==> src/rtl/fifo_ctrl.sv <==
// fifo_ctrl: wrap-bit pointer/flag controller driving a FIFO storage array.
// Define FIFO_ERR_FLAGS_EN to build the sticky overflow/underflow flags.
module fifo_ctrl #(
   parameter int FIFO_ADDRESS_SIZE = 2,
   parameter int MEMORY_DEPTH      = 4
) (
   input  logic                       clk,
   input  logic                       rst,
   input  logic                       push,
   input  logic                       pop,
   output logic                       cw_en,
   output logic                       cr_en,
   output logic [FIFO_ADDRESS_SIZE:0] w_ptr,
   output logic [FIFO_ADDRESS_SIZE:0] r_ptr,
   output logic                       full,
   output logic                       empty,
   output logic [FIFO_ADDRESS_SIZE:0] count,
   output logic                       rvalid,
   output logic                       overflow,
   output logic                       underflow
);
   localparam int A = FIFO_ADDRESS_SIZE;
   localparam logic [A:0] ONE = 1;
   logic [A:0] r_wptr, r_rptr, r_count;
   logic       r_rvalid;
   logic       w_full, w_empty;
   if (MEMORY_DEPTH != (1 << FIFO_ADDRESS_SIZE)) begin : g_bad_depth
      $error("fifo_ctrl: MEMORY_DEPTH must equal 2**FIFO_ADDRESS_SIZE");
   end
   always_comb begin
      w_empty = r_wptr == r_rptr;
      w_full  = (r_wptr[A] != r_rptr[A]) && (r_wptr[A-1:0] == r_rptr[A-1:0]);
   end
   // enables are forced low while reset is held so the memory sees no access
   assign cw_en  = push & ~w_full & ~rst;
   assign cr_en  = pop & ~w_empty & ~rst;
   assign w_ptr  = r_wptr;
   assign r_ptr  = r_rptr;
   assign full   = w_full;
   assign empty  = w_empty;
   assign count  = r_count;
   assign rvalid = r_rvalid;
   always_ff @(posedge clk or posedge rst) begin
      if (rst) begin
         r_wptr   <= '0;
         r_rptr   <= '0;
         r_count  <= '0;
         r_rvalid <= 1'b0;
      end else begin
         if (cw_en) r_wptr <= r_wptr + ONE;
         if (cr_en) r_rptr <= r_rptr + ONE;
         r_count  <= r_count + {{A{1'b0}}, cw_en} - {{A{1'b0}}, cr_en};
         r_rvalid <= cr_en;
      end
   end
`ifdef FIFO_ERR_FLAGS_EN
   logic r_ovf, r_unf;
   always_ff @(posedge clk or posedge rst) begin
      if (rst) begin
         r_ovf <= 1'b0;
         r_unf <= 1'b0;
      end else begin
         if (push & w_full) r_ovf <= 1'b1;
         if (pop & w_empty) r_unf <= 1'b1;
      end
   end
   assign overflow  = r_ovf;
   assign underflow = r_unf;
`else
   assign overflow  = 1'b0;
   assign underflow = 1'b0;
`endif
endmodule
==> config.mk <==
export PLATFORM = sky130hd
export DESIGN_NAME = fifo_ctrl
export DESIGN_NICKNAME = d
export VERILOG_FILES = /design/src/rtl/fifo_ctrl.sv
export SDC_FILE = /design/constraint.sdc
export NUM_CORES = 1
export LEC_CHECK = 0
export CORE_MARGIN = 1
export CORE_UTILIZATION = 30
export DETAILED_ROUTE_END_ITERATION = 12
export PLACE_DENSITY = 0.59
export SYNTH_ARGS = -nofsm -noshare
export SYNTH_HDL_FRONTEND = slang
export SYNTH_SLANG_ARGS = --single-unit
export TNS_END_PERCENT = 1
==> constraint.sdc <==
create_clock -name clk -period 2.4 [get_ports clk]
set_clock_uncertainty 0.15 [all_clocks]
set_input_delay 0.72 -clock clk [delete_from_list [all_inputs] [get_ports clk]]
set_output_delay 0.72 -clock clk [all_outputs]
set_load 0.01 [all_outputs]
==> reports/qor.yml, run 1 <==
run_status: "finished, final reports clean"
number_of_vias_in_the_routed_layout: 452
yosys_warnings: 0
final_critical_path_setup_slack_ns: 0.0139
synth_seq_area_share_pct: 42.8
min_cycle_time_layout_ns: 2.39
synth_cell_types: 20
ys_top_cells_by_count: "10 x sky130_fd_sc_hd__dfrtp_1, 8 x sky130_fd_sc_hd__inv_1, 4 x sky130_fd_sc_hd__ha_1, 4 x sky130_fd_sc_hd__xnor2_1, 3 x sky130_fd_sc_hd__xor2_1"
dp.final_hpwl_um: 804
clkTransAtPathRegs_ns: 0.07
rsz_0062_raised_after_global_routing: "true"
die_width_um: 46.1
area_growth_pct: 66.4
ys_seq_elements: 10
synth_top_area_share_pct: 42.8
vertical_extent_of_the_die_um: 46.1
arrival_ns: 1.52
starting_density_pct: 32.8
grt.met2_usage_pct: 17.2
syn_area_per_cell_um2: 12.2
number_of_optimization_iterations_in_the_first_detailed_route_pass: 3
async_flop_share_pct: 100
tritoncts_num_sinks: 10
synth_ff_type: "sky130_fd_sc_hd__dfrtp_1"
finalHoldViolCount: 0
worstSkewPairLatency_ns: 0.26
post_synth_main_area_contributors: "sky130_fd_sc_hd__dfrtp_1 43%, sky130_fd_sc_hd__ha_1 8.6%, sky130_fd_sc_hd__xnor2_1 6.0%"
timing.critical_path.slowest_stage_cell: "sky130_fd_sc_hd__dlygate4sd2_1"
fp-row-count: 15
worstSetupEndpointType: "primary output"
total_negative_setup_slacks_ns: 0
worst_ep_required_time_ns: 1.53
place_worst_setup_slack_ns: -0.631
track_usage_pct: 12.3
sequence_of_cells_on_the_critical_path: "dlygate4sd2_1, nand2b_4, a31oi_4, buf_2"
htree_levels: 1
drt-wirelength-per-cell_um: 11.0
max_stage_delay_ns: 0.29
grt_pass1_vias: 390
critical_path_buf_inv_count: 2
fin_util_pct: 54.5
timing.critical_path.max_delay_family: "buffers and inverters"
dr.first_iter.drc_count: 3
ir_drop_uv: 676
setup.worst_path.class: "in2out"
core_mm2: 0.00178
synth_area_leader_cell: "sky130_fd_sc_hd__dfrtp_1"
layout-drive-gt1-share_pct: 44.6
gr-usage-met3_pct: 2.35
worstPathMaxFanout: 4
vias_per_cell: 4.19
root_buffer: "sky130_fd_sc_hd__clkbuf_4"
antennaDiodeCount: 0
grt_remaining_overflow: 0
most_used_routing_layer_in_global_routing: "met2"
numPortBuffers: 17
synth-edff-count: 0
tritoncts: "yes"
use_met1_pct: 16.7
design.portCount: 20
maximum_capacitance_violations: 0
grt_antenna_before_repair: 0
report.final.setup_viol: 0
layout.nets: 93
fin_total_pwr_mw: 1.55
post-synth-top-count-cell: "sky130_fd_sc_hd__dfrtp_1"
gp_congestion: 0.716
ant_nets: 0
achievable-frequency_mhz: 419
synth.cell_area_um2: 584
drt_wl_total_mm: 1.19
dieArea_mm2: 0.00213
cp-start-kind: "primary input"
placement.cell_area_um2: 850
wire_length_of_the_first_global_routing_pass_mm: 1.73
final_design_area_no_fill_um2: 972
detail_route.drc_violations: 0
power-per-cell-area_mw_per_mm2: 1600
cts_buffers: 3
timing_max_transition_violations_final: 0
clock_path_buffers: 2
static_leakage_nw: 0.449
grt_start_max_net_pins: 11
worst_hold_path_type: "reg2reg"
layout_worst_path_cycle_share_pct: 99.4
netlist_instances: 48
## tightest hold or removal path, stage by stage (launching register included)
cell	delay (ns)
sky130_fd_sc_hd__dfrtp_1	0.36
sky130_fd_sc_hd__xnor2_1	0.08
sky130_fd_sc_hd__xnor2_1	0.12
## final timing paths
kind | cells past startpoint | end | slack, ns | start
setup / recovery | 4 | cw_en | 0.01 | rst
hold / removal | 2 | count[2] | 0.45 | count[2]
setup reg to reg | 10 | count[1] | 0.02 | r_ptr[1]
hold reg to reg | 2 | count[2] | 0.45 | count[2]
max in group asynchronous | 2 | w_ptr[0] | 1.27 | rst
min in group asynchronous | 2 | r_ptr[1] | 0.52 | rst
## stage by stage
stage | hold slack [ns] | std cells
finish | 0.449 | 108
global route | 0.510 | 108
CTS | 0.451 | 106
detailed placement | 0.431 | 99
global placement | 0.431 | 99
floorplan | 0.410 | 49
## area by class of cell
cell class,count,area (µm²)
clock buffer,4,36.3
fill,155,811
inverter,8,30.0
multi-input combinational,29,348
sequential,10,253
tap,25,31.3
timing repair buffer,32,274
## cells by family (layout without fill, tap and decap cells)
group,after synthesis,in the layout,share of synthesized area [%]
AOI/OAI and AO/OA,5,5,11.4
xor gates and xnor gates,9,9,16.1
adders and majority gates,5,5,12.0
buffers and inverters,10,44,7.71
DFF,10,10,42.8
muxes,2,2,4.50
other,1,2,0.642
and+or+nand+nor,6,6,4.93
## sequential cells by signal (all words and copies together), names as in the netlist
register  count
count         3
rvalid        1
w_ptr         3
r_ptr         3
## placed cells by master (no fill, tap or decap), types with 3 or more instances in the layout
cell type / count
sky130_fd_sc_hd__xor2_1: 3
sky130_fd_sc_hd__dfrtp_1: 8
sky130_fd_sc_hd__clkdlybuf4s50_1: 10
sky130_fd_sc_hd__inv_2: 4
sky130_fd_sc_hd__clkbuf_4: 3
sky130_fd_sc_hd__inv_1: 4
sky130_fd_sc_hd__xnor2_1: 4
sky130_fd_sc_hd__buf_4: 13
sky130_fd_sc_hd__dlygate4sd2_1: 5
## what timing repair did
item / 4_1_cts / 5_1_grt
endpoints found under the setup margin: 6 / 4
hold buffers: 0 / 0
resized for setup: 20 / 8
pin swaps: 3 / 2
buffers inserted: 3 / 2
## report_power, final
part           leakage [nW]  total, mW  internal, mW  switching (mW)
clock                0.0210      0.147        0.0919          0.0555
combinational         0.311       1.05         0.607           0.446
sequential            0.117      0.354         0.259          0.0950
total                 0.449       1.55         0.959           0.596
## per-layer routing
| metal | wire, µm | vias up | part of all wire, % |
|---|---|---|---|
| li1 | - | 224 | - |
| met5 | 0 | - | 0 |
| met1 | 571 | 210 | 48 |
| met3 | 57 | 2 | 4.8 |
| met2 | 537 | 16 | 45 |
| met4 | 19 | 0 | 1.6 |
(Power assumes the default switching activity.)
==> run 2, diff against run 1 <==
Settings changed: REMOVE_ABC_BUFFERS from default to 1.
==> run 2 against run 1 <==
  * First-iteration DRC count fell by 33%
  * Maximum frequency fell by 0.13%
  * Power fell by 1.4%
  * Count of clock-buffer cells in the layout did not move
  * Critical path type is now reg2reg
==> reports/qor.yml, run 2 (synthesis results as in run 1) <==
run_status: "finished, final reports clean"
tritoncts_num_sinks: 10  # unchanged
grt.met2_usage_pct: 20.8  # +3.7 points
arrival_ns: 2.40  # +0.88 ns
most_used_routing_layer_in_global_routing: "met2"
wire_length_of_the_first_global_routing_pass_mm: 1.94  # +12%
starting_density_pct: 32.8  # unchanged
sequence_of_cells_on_the_critical_path: "xnor2_4, buf_6, a311oi_4, buf_6, ha_4, inv_2, ha_4, inv_2, fa_2, inv_1"
root_buffer: "sky130_fd_sc_hd__clkbuf_4"
use_met1_pct: 16.9  # +0.12 points
clkTransAtPathRegs_ns: 0.07  # about the same
clock_share_of_power_pct: 9.9  # +0.4 points
power.switching_fraction_pct: 38.9  # +0.56 points
cellInternalPower_mw: 0.937  # -2.3%
static_leakage_nw: 0.438  # -2.4%
die_width_um: 46.1  # unchanged
core_mm2: 0.00178  # unchanged
finalHoldViolCount: 0  # unchanged
vertical_extent_of_the_die_um: 46.1  # unchanged
whs_ns: 0.467  # +0.0183 ns
placement.cell_area_um2: 827  # -2.7%
timing.critical_path.max_delay_family: "adder cells"
tritoncts: "yes"
detail_route.drc_violations: 0  # unchanged
worst_ep_required_time_ns: 2.41  # +0.88 ns
number_of_optimization_iterations_in_the_first_detailed_route_pass: 2  # -1
power-per-cell-area_mw_per_mm2: 1580  # -1.5%
worst_hold_path_type: "reg2reg"
drt-wirelength-per-cell_um: 11.7  # +6.7%
cts-hold-fix-buffers: 0  # unchanged
final_design_area_no_fill_um2: 973  # +0.13%
grt_start_max_net_pins: 11  # unchanged
vias_per_cell: 4.38  # +4.7%
antennaDiodeCount: 0  # unchanged
timing.critical_path.slowest_stage_cell: "sky130_fd_sc_hd__fa_2"
cts_buffers: 3  # unchanged
grt_remaining_overflow: 0  # unchanged
maximum_capacitance_violations: 0  # unchanged
min_cycle_time_layout_ns: 2.39  # +0.00320 ns
dr.first_iter.drc_count: 2  # -1
cp-start-kind: "register"
clock_path_buffers: 2  # unchanged
most-common-layout-cells: "10 x sky130_fd_sc_hd__clkdlybuf4s50_1, 9 x sky130_fd_sc_hd__buf_4, 6 x sky130_fd_sc_hd__dfrtp_1"
track_usage_pct: 13.9  # +1.6 points
timing_max_transition_violations_final: 0  # unchanged
numPortBuffers: 17  # unchanged
worstSkewPairLatency_ns: 0.26  # about the same
reg2reg_slack_ns: 0.01  # about the same
htree_levels: 1  # unchanged
max_stage_delay_ns: 0.51  # +0.22 ns
setup.worst_path.class: "reg2reg"
design.portCount: 20  # unchanged
worstSetupEndpointType: "register"
grt_antenna_before_repair: 0  # unchanged
power.combinational.fraction_pct: 66.2  # -1.5 points
report.final.setup_viol: 0  # unchanged
gp_congestion: 0.726  # +1.4%
layout_commonest_cell: "sky130_fd_sc_hd__clkdlybuf4s50_1"
dieArea_mm2: 0.00213  # unchanged
drt_wl_total_mm: 1.23  # +3.7%
ir_drop_uv: 674  # -0.38%
fp-row-count: 15  # unchanged
area_growth_pct: 66.6
dp.final_hpwl_um: 831  # +3.3%
layout-drive-gt1-share_pct: 43.8  # -0.83 points
rsz_0062_raised_after_global_routing: "true"
achievable-frequency_mhz: 419  # -0.13%
pwr-share-seq_pct: 23.8  # +1.0 points
ant_nets: 0  # unchanged
number_of_vias_in_the_routed_layout: 460  # +1.8%
layout_worst_path_cycle_share_pct: 99.6  # +0.13 points
power.switching_mw: 0.596  # about the same
worstPathMaxFanout: 2  # -2
grt_pass1_vias: 444  # +14%
total_negative_setup_slacks_ns: 0  # unchanged
layout.nets: 90  # -3.2%
critical_path_buf_inv_count: 5  # +3
gr-usage-met3_pct: 5.88  # +3.5 points
==> run 2: per-stage QoR <==
| stage | setup slack (ns) | instances | util, % | power (mW) |
|---|---|---|---|---|
| final | 0.0107 | 105 | 54.6 | 1.53 |
| after global routing | -0.0700 | 105 | 54.6 | 1.68 |
| after CTS | -0.0412 | 103 | 51.6 | 1.46 |
| after detailed placement | -0.672 | 96 | 46.4 | 1.16 |
| after global placement | -0.648 | 96 | 46.4 | 1.15 |
| after floorplan | 0.00208 | 47 | - | 0.782 |
==> run 2: metal layers <==
layer,up-vias,wire length (µm)
li1,218,-
met1,226,544
met2,14,613
met3,2,52
met4,0,19
met5,-,0
==> run 2: what timing repair did <==
action,CTS,global route
pin swaps,3,4
gates resized for setup,23,9
buffers inserted,3,3
setup endpoints to repair,6,4
==> run 2: cell type report <==
class	instances	area, µm²
clock buffers	4	36.3
fillers	162	810
inverters	8	30.0
multi-input cells	29	359
flip-flops and latches	10	255
well taps	25	31.3
repair buffers	29	262
==> run 2: tightest hold or removal path, stage by stage, from the launching register on <==
cell and delay, ns:
sky130_fd_sc_hd__dfrtp_1 0.36, sky130_fd_sc_hd__xnor2_1 0.09, sky130_fd_sc_hd__xnor2_1 0.13
==> run 2: power groups by stage <==
stage / registers (mW) / logic, mW / clock network [mW]
floorplan: 0.391 / 0.390 / 0
global placement: 0.336 / 0.814 / 0
detailed placement: 0.339 / 0.819 / 0
CTS: 0.363 / 0.937 / 0.158
global route: 0.378 / 1.13 / 0.174
finish: 0.365 / 1.02 / 0.152
==> run 2: final timing paths <==
check | end | from | depth (start not counted)
setup / recovery | count[1] | r_ptr[1] | 10
hold / removal | count[2] | count[2] | 2
setup reg to reg | count[1] | r_ptr[1] | 10
hold reg to reg | count[2] | count[2] | 2
max in group asynchronous | w_ptr[0] | rst | 2
min in group asynchronous | r_ptr[2] | rst | 2
